<file path="config.mk">
export PLATFORM = sky130hd
export DESIGN_NAME = modbus_rtu_rx_framer
export DESIGN_NICKNAME = d
export VERILOG_FILES = /design/src/rtl/modbus_pkg.sv /design/src/rtl/modbus_crc16_step.sv /design/src/rtl/modbus_rtu_rx_framer.sv
export SDC_FILE = /design/constraint.sdc
export NUM_CORES = 1
export LEC_CHECK = 0
export BUFFER_PORTS_ARGS = -buffer_cell sky130_fd_sc_hd__buf_2
export CAP_MARGIN = 20
export CELL_PAD_IN_SITES_DETAIL_PLACEMENT = 1
export CELL_PAD_IN_SITES_GLOBAL_PLACEMENT = 1
export CORE_MARGIN = 3
export CORE_UTILIZATION = 48
export DETAILED_ROUTE_END_ITERATION = 10
export PLACE_DENSITY_LB_ADDON = 0.1
export RECOVER_POWER = 25
export SYNTH_ARGS = -nofsm -noshare
export SYNTH_HDL_FRONTEND = slang
export SYNTH_SLANG_ARGS = --single-unit
export TNS_END_PERCENT = 20
</file>
<file path="constraint.sdc">
create_clock -name clk -period 2.63 [get_ports clk]
set_input_delay 0 -clock clk [delete_from_list [all_inputs] [get_ports clk]]
set_output_delay 0 -clock clk [all_outputs]
set_load 0.1 [all_outputs]
</file>
<file path="src/rtl/modbus_pkg.sv">
// rtl/modbus_pkg.sv - shared MODBUS RTU constants and frame-state encoding
package modbus_pkg;

   localparam logic [15:0] CRC_POLY   = 16'hA001;
   localparam logic [15:0] CRC_INIT   = 16'hFFFF;
   localparam logic [7:0]  BCAST_ADDR = 8'h00;

   typedef enum logic [2:0] {
      STARTUP,
      IDLE,
      RECEIVE,
      CHECK,
      DRAIN
   } frame_state_e;

endpackage

</file>
<file path="src/rtl/modbus_crc16_step.sv">
// rtl/modbus_crc16_step.sv - combinational byte-wise CRC-16/MODBUS update (reflected, LSB first)
module modbus_crc16_step
   import modbus_pkg::*;
(
   input  logic [15:0] crc_in,
   input  logic [7:0]  data_in,
   output logic [15:0] crc_out
);

   logic [15:0] c;

   always_comb begin
      c = crc_in ^ {8'h00, data_in};
      for (int i = 0; i < 8; i++) begin
         c = c[0] ? ((c >> 1) ^ CRC_POLY) : (c >> 1);
      end
      crc_out = c;
   end

endmodule

</file>
<file path="src/rtl/modbus_rtu_rx_framer.sv">
// rtl/modbus_rtu_rx_framer.sv - MODBUS RTU receive framer: silence delimiting, CRC/length/address check, CRC-stripped drain
// Optional frame counters (stat_ok, stat_crc_err, stat_drop) when MODBUS_RX_STATS_EN is defined.
module modbus_rtu_rx_framer
   import modbus_pkg::*;
#(
   parameter int          T15_CYCLES = 42969,
   parameter int          T35_CYCLES = 100260,
   parameter int          MAX_FRAME  = 16,
   parameter logic [7:0]  SLAVE_ADDR = 8'h01
)
(
   input  logic        clk,
   input  logic        rst_n,
   input  logic [7:0]  rx_data,
   input  logic        rx_valid,
   input  logic        rx_err,
   output logic [7:0]  out_data,
   output logic        out_valid,
   input  logic        out_ready,
   output logic        out_last,
   output logic        out_bcast,
   output logic        busy
`ifdef MODBUS_RX_STATS_EN
   ,
   output logic [15:0] stat_ok,
   output logic [15:0] stat_crc_err,
   output logic [15:0] stat_drop
`endif
);

   localparam int GAP_W = $clog2(T35_CYCLES + 1);
   localparam int IDX_W = $clog2(MAX_FRAME + 1);
   localparam int AW    = $clog2(MAX_FRAME);
   localparam logic [GAP_W-1:0] T15_G = GAP_W'(T15_CYCLES);
   localparam logic [GAP_W-1:0] T35_G = GAP_W'(T35_CYCLES);
   localparam logic [IDX_W-1:0] MAX_I = IDX_W'(MAX_FRAME);
   localparam logic [IDX_W-1:0] MIN_I = IDX_W'(4);

   frame_state_e     state, state_next;
   logic [GAP_W-1:0] gap_cnt;
   logic [IDX_W-1:0] idx, rd, len;
   logic [15:0]      crc, crc_next;
   logic             bad;
   logic             bcast_q;
   logic             busy_q;
   logic [7:0]       frame_buf [MAX_FRAME];

   logic wr_en, bad_set, accept, frame_clr, xfer;
   logic gap_full, frame_ok, last_beat;

   modbus_crc16_step u_crc (
      .crc_in  (crc),
      .data_in (rx_data),
      .crc_out (crc_next)
   );

   assign gap_full  = (gap_cnt == T35_G);
   assign last_beat = (rd == len - IDX_W'(1));
   // Residue over the whole frame including its CRC is zero for an intact frame.
   assign frame_ok  = !bad && (idx >= MIN_I) && (crc == 16'h0000) &&
                      ((frame_buf[0] == SLAVE_ADDR) || (frame_buf[0] == BCAST_ADDR));

   always_ff @(posedge clk or negedge rst_n) begin
      if (!rst_n) state <= STARTUP;
      else        state <= state_next;
   end

   always_comb begin
      state_next = state;
      wr_en      = 1'b0;
      bad_set    = 1'b0;
      accept     = 1'b0;
      frame_clr  = 1'b0;
      xfer       = 1'b0;
      case (state)
         STARTUP: if (gap_full) state_next = IDLE;
         IDLE: begin
            if (rx_valid) begin
               wr_en      = 1'b1;
               bad_set    = rx_err;
               state_next = RECEIVE;
            end
         end
         RECEIVE: begin
            if (gap_full) begin
               state_next = CHECK;
            end else if (rx_valid) begin
               wr_en   = (idx != MAX_I);
               bad_set = (idx == MAX_I) || (gap_cnt >= T15_G) || rx_err;
            end
         end
         CHECK: begin
            if (frame_ok) begin
               accept     = 1'b1;
               state_next = DRAIN;
            end else begin
               frame_clr  = 1'b1;
               state_next = IDLE;
            end
         end
         DRAIN: begin
            if (out_ready) begin
               xfer = 1'b1;
               if (last_beat) begin
                  frame_clr  = 1'b1;
                  state_next = IDLE;
               end
            end
         end
         default: state_next = STARTUP;
      endcase
   end

   always_ff @(posedge clk or negedge rst_n) begin
      if (!rst_n) begin
         gap_cnt <= '0;
         idx     <= '0;
         rd      <= '0;
         len     <= '0;
         crc     <= CRC_INIT;
         bad     <= 1'b0;
         bcast_q <= 1'b0;
         busy_q  <= 1'b0;
      end else begin
         busy_q <= (state_next != IDLE);
         if (rx_valid)      gap_cnt <= '0;
         else if (!gap_full) gap_cnt <= gap_cnt + GAP_W'(1);
         if (frame_clr) begin
            idx     <= '0;
            rd      <= '0;
            crc     <= CRC_INIT;
            bad     <= 1'b0;
            bcast_q <= 1'b0;
         end else begin
            if (wr_en) begin
               idx <= idx + IDX_W'(1);
               crc <= crc_next;
            end
            if (bad_set) bad <= 1'b1;
            if (accept) begin
               len     <= idx - IDX_W'(2);
               bcast_q <= (frame_buf[0] == BCAST_ADDR);
            end
            if (xfer) rd <= rd + IDX_W'(1);
         end
      end
   end

   always_ff @(posedge clk) begin
      if (wr_en) frame_buf[idx[AW-1:0]] <= rx_data;
   end

   assign out_valid = (state == DRAIN);
   assign out_data  = out_valid ? frame_buf[rd[AW-1:0]] : 8'h00;
   assign out_last  = out_valid && last_beat;
   assign out_bcast = bcast_q;
   assign busy      = busy_q;

`ifdef MODBUS_RX_STATS_EN
   logic crc_fail, drop_ev;

   assign crc_fail = (state == CHECK) && !bad && (idx >= MIN_I) && (crc != 16'h0000);
   // Bytes arriving while draining are lost and counted with the dropped frames.
   assign drop_ev  = ((state == CHECK) && (bad || (idx < MIN_I))) ||
                     ((state == DRAIN) && rx_valid);

   always_ff @(posedge clk or negedge rst_n) begin
      if (!rst_n) begin
         stat_ok      <= '0;
         stat_crc_err <= '0;
         stat_drop    <= '0;
      end else begin
         if (accept && (stat_ok != 16'hFFFF))        stat_ok      <= stat_ok + 16'd1;
         if (crc_fail && (stat_crc_err != 16'hFFFF)) stat_crc_err <= stat_crc_err + 16'd1;
         if (drop_ev && (stat_drop != 16'hFFFF))     stat_drop    <= stat_drop + 16'd1;
      end
   end
`endif

endmodule
</file>
==> results.sh, run 1 <==
export IMPL_synth_cell_types=50
export IMPL_slew_headroom=-0.183
export IMPL_drt_iter0_drc=390
export IMPL_clk_latency_ns=0.42
export IMPL_gr_total_overflow=0
export IMPL_cts_root_buf="clkbuf_16"
export IMPL_ys_flop_type="edfxtp_1"
export IMPL_syn_cell_area_um2=8010
export IMPL_cellPowerDensity_nw_per_um2=639
export IMPL_n_fill_cell=1531
export IMPL_start_util=0.497
export IMPL_cp_common_cell="mux4_2"
export IMPL_synth_area_per_cell_um2=15.2
export IMPL_cts_tree="built"
export IMPL_hold_class="input port to flop"
export IMPL_critPathLaunchType="flop"
export IMPL_vias=4605
export IMPL_period_minus_slack_ns=2.56
export IMPL_grt_first_pass_wirelength_um=29100
export IMPL_sw_frac_of_total=0.214
export IMPL_crit_type="flop to output port"
export IMPL_drt_wl_total_um=19000
export IMPL_fin_area_um2=9240
export IMPL_synth_fp_nets=551
export IMPL_clock_sinks=182
export IMPL_setup_violations_final=0
export IMPL_max_cap_viol_count=1
export IMPL_fin_tns_setup_ns=0
export IMPL_timing_final_crit_share=0.973
export IMPL_dr_pass1_iters=5
export IMPL_status="complete, but fails checks"
export IMPL_yosysTopAreaCell="edfxtp_1"
export IMPL_p_leak_nw=3.25
export IMPL_layout_cells_non_filler=813
export IMPL_clkPwrFrac=0.422
export IMPL_antenna_diode_count=0
export IMPL_track_usage=0.216
export IMPL_core_area_um2=16100
export IMPL_ys_top_cells_by_area="edfxtp_1 (48%), dfrtp_1 (12%), mux4_2 (11%), dfstp_2 (5.3%), xnor2_1 (3.0%)"
export IMPL_yosys_top_cells_count="edfxtp_1 (128), nor2_1 (55), mux4_2 (40), dfrtp_1 (38), nand2_1 (31)"
export IMPL_clk_pin_slew_ns=0.07
export IMPL_nets=608
export IMPL_fin_skew_ns=0.00704
export IMPL_port_buffers=24
export IMPL_crit_required_ns=2.63
export IMPL_syn_inst=527
export IMPL_power_switching_mw=1.26
export IMPL_ys_warn_count=0
export IMPL_grt_max_degree=44
export IMPL_post_route_drc_count=0
export IMPL_grt_pass1_vias=4855
export IMPL_ant_nets=0
export IMPL_dieArea_um2=18300
export IMPL_seq_area_frac_synth=0.651
export IMPL_worstMarginPinSlew_ns=1.77
export IMPL_combinationalPowerShare=0.047
export IMPL_ir_worst_vdd_uv=515
export IMPL_critPathMaxStageDelay_ns=0.58
export IMPL_fmax_mhz=391
export IMPL_die_w_um=135
export IMPL_critical_path_arrival_ns=2.56
export IMPL_finalHoldViolations=0
export IMPL_fin_hold_ws_ns=0.230
export IMPL_place_congestion=0.752
export IMPL_wl_per_cell_um=23.3
export IMPL_ios=25
export IMPL_path_max_fanout=14
export IMPL_maxSlewViolCount=38
export IMPL_post_cts_setup_buffer_count=0
export IMPL_h_tree_depth=4
export IMPL_antenna_found_initial=0
export IMPL_synth_edf_count=128
export IMPL_avgViaCountPerCell=5.66
export IMPL_violations="max-capacitance violations, max-slew violations"
export IMPL_rsz0062_at_grt="yes"
export IMPL_syn_to_final_growth_pct=15.4
export IMPL_crit_slowest_cell="mux4_2"
export IMPL_p_int_mw=4.64
export IMPL_numPlacedInstances=772
export IMPL_die_h_um=135
export IMPL_async_flop_share=0.297
export IMPL_dp_hpwl_um=13300
export IMPL_num_rows=46
export IMPL_p_seq_frac=0.532
export IMPL_drive_gt1_frac=0.241
export IMPL_endpoint_kind="output port"
export IMPL_placed_area_um2=8510
export IMPL_ys_ff_latch=182
export IMPL_path_cells="buf_12, mux4_2, mux4_2, and2_1, buf_6"
export IMPL_post_synth_top_count_cell="edfxtp_1"
export IMPL_cts_buffers=17
export IMPL_synth_top_area_share=0.480
export IMPL_clock_path_buffers=2
## path summary, 6_finish.rpt
path | start | end | slack, ns | cells after the start
max reg2reg | state[0]$_DFF_PN0_ | frame_buf[5][1]$_DFFE_PP_ | 0.18 | 6
min in group asynchronous | rst_n | crc[2]$_DFFE_PN1P_ | 0.28 | 2
max in group asynchronous | rst_n | rd[0]$_DFFE_PN0P_ | 0.47 | 3
min | rx_data[2] | frame_buf[5][2]$_DFFE_PP_ | 0.23 | 1
max | rd[0]$_DFFE_PN0P_ | out_data[1] | 0.07 | 5
min reg2reg | frame_buf[0][0]$_DFFE_PP_ | out_bcast$_DFFE_PN0P_ | 0.51 | 1
## stage by stage
stage	worst slack (ns)	utilization	total power [mW]
after floorplan	0.148	-	3.36
after global placement	0.0259	0.528	3.46
after detailed placement	-0.0928	0.528	3.47
after CTS	0.00656	0.570	5.96
after global routing	-0.0173	0.573	6.11
final	0.0710	0.573	5.90
## registers in the layout, indices dropped and copies added (netlist names)
| name | count |
|---|---|
| frame_buf | 128 |
| gap_cnt | 17 |
| crc | 16 |
| idx | 5 |
| len | 5 |
| rd | 5 |
| state | 3 |
| bad | 1 |
| busy | 1 |
| out_bcast | 1 |
## kinds of logic (layout without fill, tap and decap cells)
family / count (synthesis) / in the layout / synth area share
DFF: 182 / 182 / 0.651
and+or+nand+nor: 162 / 162 / 0.102
AOI/OAI and AO/OA: 48 / 48 / 0.0405
xor gates and xnor gates: 47 / 47 / 0.0548
muxes: 40 / 40 / 0.112
buffers and inverters: 37 / 107 / 0.0219
adders and majority gates: 11 / 11 / 0.0172
## worst max-delay path, delay by kind of cell, from the launching register on
kind / cells / cell delay [ns]
muxes: 2 / 1.06
DFF: 1 / 0.47
buffers and inverters: 2 / 0.40
and+or+nand+nor: 1 / 0.20
## area by class of cell
type	count	area, um2	area share
flip-flops and latches	182	5220	0.565
multi-input cells	308	2650	0.286
repair buffers	63	485	0.0525
clock buffers	18	429	0.0465
well taps	216	270	0.0293
clock inverters	14	148	0.0160
inverters	12	45.0	0.00488
## cells in the final DEF (no fill, tap or decap), drive strengths merged, types with 3 or more instances in the layout
cell type    netlist  layout
edfxtp           128     128
dlygate4sd3        0       7
nand4              6       6
nand2b             5       5
xnor2             27      27
nor3              12      12
xor2              18      18
dfstp             16      16
nand3             13      13
inv               12      16
clkbuf            14      28
o21ai              9       9
nor2              55      55
dfrtp             38      38
clkinv             0       4
nor4               5       5
mux4              40      40
nor3b              4       4
a22oi             10      10
or3                3       3
a31oi              4       4
and3               5       5
and2              12      12
o31ai              3       3
nand2             32      32
buf               11      45
a21oi             10      10
clkinvlp           0       4
ha                11      11
## metal layers
metal	wire length (um)	track usage	share of wire	vias to the layer above
met1	8750	0.313	0.46	2403
met5	0	0	0	-
met2	9480	0.351	0.50	89
met3	565	0.0301	0.030	16
li1	-	-	-	2097
met4	170	0.0554	0.0090	0
## what timing repair did
action / 4_1_cts / 5_1_grt
gates resized for setup: 8 / 14
cloned: 0 / 1
hold buffers: 7 / 0
endpoints found under the hold margin: 77 / 0
endpoints found under the setup margin: 29 / 48
## power by group through the flow
| stage | logic, mW | registers, mW | clock network (mW) |
|---|---|---|---|
| 2_1_floorplan | 0.161 | 3.19 | 0 |
| 3_3_place_gp | 0.260 | 3.20 | 0 |
| 3_5_place_dp | 0.274 | 3.20 | 0 |
| 4_1_cts | 0.283 | 3.14 | 2.54 |
| 5_1_grt | 0.300 | 3.14 | 2.67 |
| 6_report | 0.275 | 3.14 | 2.49 |
Note: power is estimated with default switching activity, not from simulation.
==> run 2: changes to the inputs <==
Settings changed: ABC_AREA from default to 1, CORE_UTILIZATION 48 to 45.
==> results.sh, run 2 <==
export IMPL_hold_class="input port to flop"
export IMPL_track_usage=0.235
export IMPL_wl_per_cell_um=20.7
export IMPL_numPlacedInstances=1055
export IMPL_ys_top_cells_by_area="edfxtp_1 (46%), dfrtp_1 (11%), nand2_1 (6.3%), nor2_1 (5.9%), dfstp_2 (5.0%)"
export IMPL_p_leak_nw=3.55
export IMPL_port_buffers=24
export IMPL_layout_commonest_cell="nand2_1"
export IMPL_max_cap_viol_count=0
export IMPL_clock_sinks=182
export IMPL_timing_final_crit_share=0.946
export IMPL_synth_edf_count=128
export IMPL_post_cts_setup_buffer_count=0
export IMPL_core_area_um2=18100
export IMPL_wl_met2_um=11400
export IMPL_endpoint_kind="flop"
export IMPL_status="complete, no violations"
export IMPL_synth_fp_nets=838
export IMPL_syn_to_final_growth_pct=12.1
export IMPL_r2r_slack_ns=0.14
export IMPL_cellPowerDensity_nw_per_um2=592
export IMPL_fin_skew_ns=0.0123
export IMPL_clkPwrFrac=0.420
export IMPL_vias=6072
export IMPL_grt_pass1_vias=6471
export IMPL_finalHoldViolations=0
export IMPL_rsz0062_at_grt="yes"
export IMPL_slew_headroom=0.298
export IMPL_path_max_fanout=8
export IMPL_worstMarginPinSlew_ns=1.05
export IMPL_h_tree_depth=4
export IMPL_ys_warn_count=0
export IMPL_layout_cells_non_filler=1091
export IMPL_yosys_top_cells_count="nand2_1 (142), nor2_1 (133), edfxtp_1 (128), inv_1 (61), o21ai_0 (56)"
export IMPL_final_cell_mix="nand2_1 (142), nor2_1 (130), edfxtp_1 (128)"
export IMPL_largest_register_ffs=128
export IMPL_fin_area_um2=9440
export IMPL_synth_cell_types=47
export IMPL_clock_path_buffers=2
export IMPL_critPathLaunchType="flop"
export IMPL_syn_inst=814
export IMPL_met1Wirelength_um=9710
export IMPL_r2r_cells=9
export IMPL_dieArea_um2=20400
export IMPL_ios=25
export IMPL_finalPower_mw=5.59
export IMPL_fmax_mhz=402
export IMPL_combinationalPowerShare=0.029
export IMPL_num_rows=49
export IMPL_grt_max_degree=43
export IMPL_drt_iter0_drc=278
export IMPL_avgViaCountPerCell=5.57
export IMPL_cts_buffers=17
export IMPL_setup_violations_final=0
export IMPL_yosysTopAreaCell="edfxtp_1"
export IMPL_seq_area_frac_synth=0.619
export IMPL_placed_area_um2=8850
export IMPL_nets=873
export IMPL_crit_type="flop to flop"
export IMPL_syn_cell_area_um2=8420
export IMPL_drive_gt1_frac=0.130
export IMPL_dr_pass1_iters=5
export IMPL_period_minus_slack_ns=2.49
export IMPL_synth_area_per_cell_um2=10.3
export IMPL_dp_hpwl_um=16100
export IMPL_ys_flop_type="edfxtp_1"
export IMPL_p_int_mw=4.34
export IMPL_sw_frac_of_total=0.223
export IMPL_place_congestion=0.867
export IMPL_met3_length_um=884
export IMPL_p_seq_frac=0.552
export IMPL_die_w_um=143
export IMPL_synth_top_area_share=0.456
export IMPL_clk_latency_ns=0.44
export IMPL_cts_root_buf="clkbuf_16"
export IMPL_cts_tree="built"
export IMPL_crit_required_ns=2.70
export IMPL_die_h_um=143
export IMPL_antenna_found_initial=0
export IMPL_antenna_diode_count=0
export IMPL_top_layer_used="met4"
export IMPL_async_flop_share=0.297
export IMPL_critical_path_arrival_ns=2.56
export IMPL_maxSlewViolCount=0
export IMPL_ir_worst_vdd_uv=477
export IMPL_power_switching_mw=1.25
export IMPL_clk_pin_slew_ns=0.07
export IMPL_ys_ff_latch=182
export IMPL_grt_first_pass_wirelength_um=36200
export IMPL_fin_hold_ws_ns=0.162
export IMPL_ant_nets=0
export IMPL_drt_wl_total_um=22500
export IMPL_post_synth_top_count_cell="nand2_1"
export IMPL_gr_total_overflow=0
export IMPL_post_route_drc_count=0
export IMPL_start_util=0.464
export IMPL_whs_path_depth=2
==> run 2: changes by cell type after synthesis, moves of 18 or more <==
cell | before | now
nor2_1 | 55 | 133
o21ai_0 | 9 | 56
o32ai_1 | 0 | 18
mux4_2 | 40 | 0
nand3_1 | 13 | 32
nand2_1 | 31 | 142
inv_1 | 12 | 61
xnor2_1 | 27 | 8
==> run 2: final timing paths <==
| path | end | startpoint |
|---|---|---|
| worst max-delay path | frame_buf[5][4]$_DFFE_PP_ | gap_cnt[0]$_DFFE_PN0P_ |
| worst min-delay path | frame_buf[6][6]$_DFFE_PP_ | rx_data[6] |
| worst max register to register | frame_buf[5][4]$_DFFE_PP_ | gap_cnt[0]$_DFFE_PN0P_ |
| worst min register to register | crc[4]$_DFFE_PN1P_ | crc[12]$_DFFE_PN1P_ |
| max in group asynchronous | crc[3]$_DFFE_PN1P_ | rst_n |
| min in group asynchronous | len[4]$_DFFE_PN0P_ | rst_n |
==> run 2: cells by family (layout without fill, tap and decap cells) <==
kind of cell    count (synthesis)  in the layout  share of synthesized area
mux                             9              9                     0.0107
fa+ha+maj                      11             11                     0.0163
simple gates                  348            348                      0.176
buf+inv                        98            146                     0.0490
xor+xnor                       18             18                     0.0187
compound gates                148            148                      0.109
flops                         182            182                      0.619
==> run 2: worst max-delay path, stage by stage (launching register included) <==
cell and delay [ns]:
dfrtp_1 0.46, inv_1 0.16, ha_1 0.23, inv_1 0.09, nor4_4 0.06, nand2_2 0.11
nand3_2 0.07, nand2_2 0.14, nand2_1 0.24, nor2_1 0.58
==> run 2: per-stage QoR <==
stage / setup WS [ns] / setup TNS [ns] / utilization
floorplan: -0.239 / -1.19 / -
global placement: 0.208 / 0 / 0.488
detailed placement: 0.100 / 0 / 0.488
CTS: 0.0185 / 0 / 0.520
global route: -0.0230 / -0.358 / 0.520
finish: 0.141 / 0 / 0.520
==> run 2: metal layers <==
layer  GRT usage  up-vias
met1       0.300     3015
met5           0        -
met2       0.401      125
met4      0.0860        0
li1            -     2895
met3      0.0439       37
==> run 2: power by group through the flow <==
stage	Clock (mW)	Sequential (mW)	Combinational, mW
4_1_cts	2.39	3.08	0.166
3_3_place_gp	0	3.14	0.157
3_5_place_dp	0	3.14	0.161
2_1_floorplan	0	3.14	0.0577
5_1_grt	2.51	3.08	0.180
6_report	2.35	3.08	0.160
==> run 2: layout make-up <==
| cell class | instances | area, um2 |
|---|---|---|
| inverters | 66 | 249 |
| repair buffers | 48 | 330 |
| flip-flops and latches | 182 | 5220 |
| well taps | 229 | 287 |
| fillers | 1990 | 8710 |
| clock buffers | 18 | 429 |
| clock inverters | 14 | 120 |
| multi-input cells | 534 | 2810 |
==> run 2: repair_timing <==
item | CTS | global route
gates cloned | 0 | 0
hold buffers | 4 | 0
endpoints found under the hold margin | 45 | 0
gates resized for setup | 2 | 6
endpoints found under the setup margin | 2 | 39
==> run 3: changes to the inputs <==
Settings changed: CORE_ASPECT_RATIO from default to 0.5.
==> results.sh, run 3 (synthesis gave the netlist of run 2 again) <==
export IMPL_port_buffers=24
export IMPL_syn_to_final_growth_pct=14.1
export IMPL_avgViaCountPerCell=5.61
export IMPL_grt_pass1_vias=6424
export IMPL_num_rows=34
export IMPL_die_w_um=199
export IMPL_cts_root_buf="clkbuf_16"
export IMPL_period_minus_slack_ns=2.55
export IMPL_grt_max_degree=39
export IMPL_crit_required_ns=2.63
export IMPL_timing_final_crit_share=0.969
export IMPL_antenna_diode_count=0
export IMPL_drt_iter0_drc=426
export IMPL_die_h_um=103
export IMPL_worstMarginPinSlew_ns=1.11
export IMPL_drive_gt1_frac=0.146
export IMPL_critical_path_arrival_ns=2.55
export IMPL_fin_skew_ns=0.0107
export IMPL_nets=880
export IMPL_ant_nets=0
export IMPL_clk_latency_ns=0.44
export IMPL_dieArea_um2=20500
export IMPL_dp_hpwl_um=16300
export IMPL_endpoint_kind="output port"
export IMPL_ios=25
export IMPL_final_cell_mix="nand2_1 (142), edfxtp_1 (128), nor2_1 (125)"
export IMPL_clock_sinks=182
export IMPL_max_cap_viol_count=0
export IMPL_rsz0062_at_grt="yes"
export IMPL_fin_tns_setup_ns=0
export IMPL_largest_register_ffs=128
export IMPL_antenna_found_initial=0
export IMPL_finalHoldViolations=0
export IMPL_clk_pin_slew_ns=0.08
export IMPL_critPathLaunchType="flop"
export IMPL_start_util=0.471
export IMPL_gr_total_overflow=0
export IMPL_hold_class="input port to flop"
export IMPL_core_area_um2=17900
export IMPL_post_cts_setup_buffer_count=0
export IMPL_slew_headroom=0.257
export IMPL_vias=6188
export IMPL_post_route_drc_count=0
export IMPL_dr_pass1_iters=4
export IMPL_layout_commonest_cell="nand2_1"
export IMPL_setup_violations_final=0
export IMPL_cts_tree="built"
export IMPL_ir_worst_vdd_uv=378
export IMPL_wl_per_cell_um=21.4
export IMPL_path_max_fanout=30
export IMPL_status="complete, no violations"
export IMPL_maxSlewViolCount=0
export IMPL_p_leak_nw=3.62
export IMPL_fmax_mhz=392
export IMPL_drt_wl_total_um=23600
export IMPL_cellPowerDensity_nw_per_um2=602
export IMPL_n_fill_cell=1977
export IMPL_cts_buffers=17
export IMPL_clock_path_buffers=2
export IMPL_grt_first_pass_wirelength_um=37100
export IMPL_crit_type="flop to output port"
export IMPL_track_usage=0.244
export IMPL_h_tree_depth=4
export IMPL_fin_hold_ws_ns=0.0632
export IMPL_place_congestion=0.834
## run 3: through the flow
stage                util  area [um2]  cells  total power [mW]  setup slack (ns)
floorplan               -        8430    814              3.20            -0.239
global placement    0.502        8970   1067              3.30             0.219
detailed placement  0.502        8970   1067              3.31             0.140
CTS                 0.537        9600   1103              5.81            0.0503
global route        0.538        9610   1103              5.97           -0.0533
finish              0.538        9610   1103              5.78            0.0814
## run 3: metal layers
metal / track usage / vias up / wire length (um)
li1: - / 2911 / -
met1: 0.348 / 3113 / 11200
met2: 0.382 / 140 / 10800
met3: 0.0617 / 24 / 1360
met4: 0.0552 / 0 / 270
met5: 0 / - / 0
## run 3: repair_timing
item	4_1_cts	5_1_grt
resized for setup	4	13
endpoints found under the hold margin	29	0
endpoints found under the setup margin	3	95
gates cloned	0	0
hold buffers	4	0
## run 3: path summary, 6_finish.rpt
| kind | from | slack (ns) | end | cells past startpoint |
|---|---|---|---|---|
| min in group asynchronous | rst_n | 0.07 | gap_cnt[5]$_DFFE_PN0P_ | 2 |
| setup / recovery | rd[0]$_DFFE_PN0P_ | 0.08 | out_data[6] | 6 |
| hold / removal | rx_data[0] | 0.06 | frame_buf[12][0]$_DFFE_PP_ | 1 |
| setup reg to reg | state[2]$_DFF_PN0_ | 0.18 | frame_buf[14][6]$_DFFE_PP_ | 7 |
| hold reg to reg | gap_cnt[6]$_DFFE_PN0P_ | 0.53 | gap_cnt[6]$_DFFE_PN0P_ | 1 |
| max in group asynchronous | rst_n | 1.68 | rd[1]$_DFFE_PN0P_ | 3 |
## run 3: layout make-up
class | instances | area (um2) | area share
Sequential cell | 182 | 5220 | 0.543
Multi-Input combinational cell | 534 | 2830 | 0.295
Timing Repair Buffer | 55 | 442 | 0.0459
Clock buffer | 17 | 425 | 0.0443
Tap cell | 234 | 293 | 0.0305
Inverter | 66 | 249 | 0.0259
Clock inverter | 15 | 150 | 0.0156
## run 3: where the power goes
group          switching, mW  internal, mW
combinational          0.128        0.0372
clock                   1.27          1.27
sequential           0.00438          3.08
## run 3: critical path, cell delays in order (launching register included)
cell and delay [ns]:
dfrtp_2 0.38, buf_4 0.36, nor2_1 0.13, o32ai_1 0.48, o211ai_1 0.18, a21oi_1 0.33, buf_12 0.22
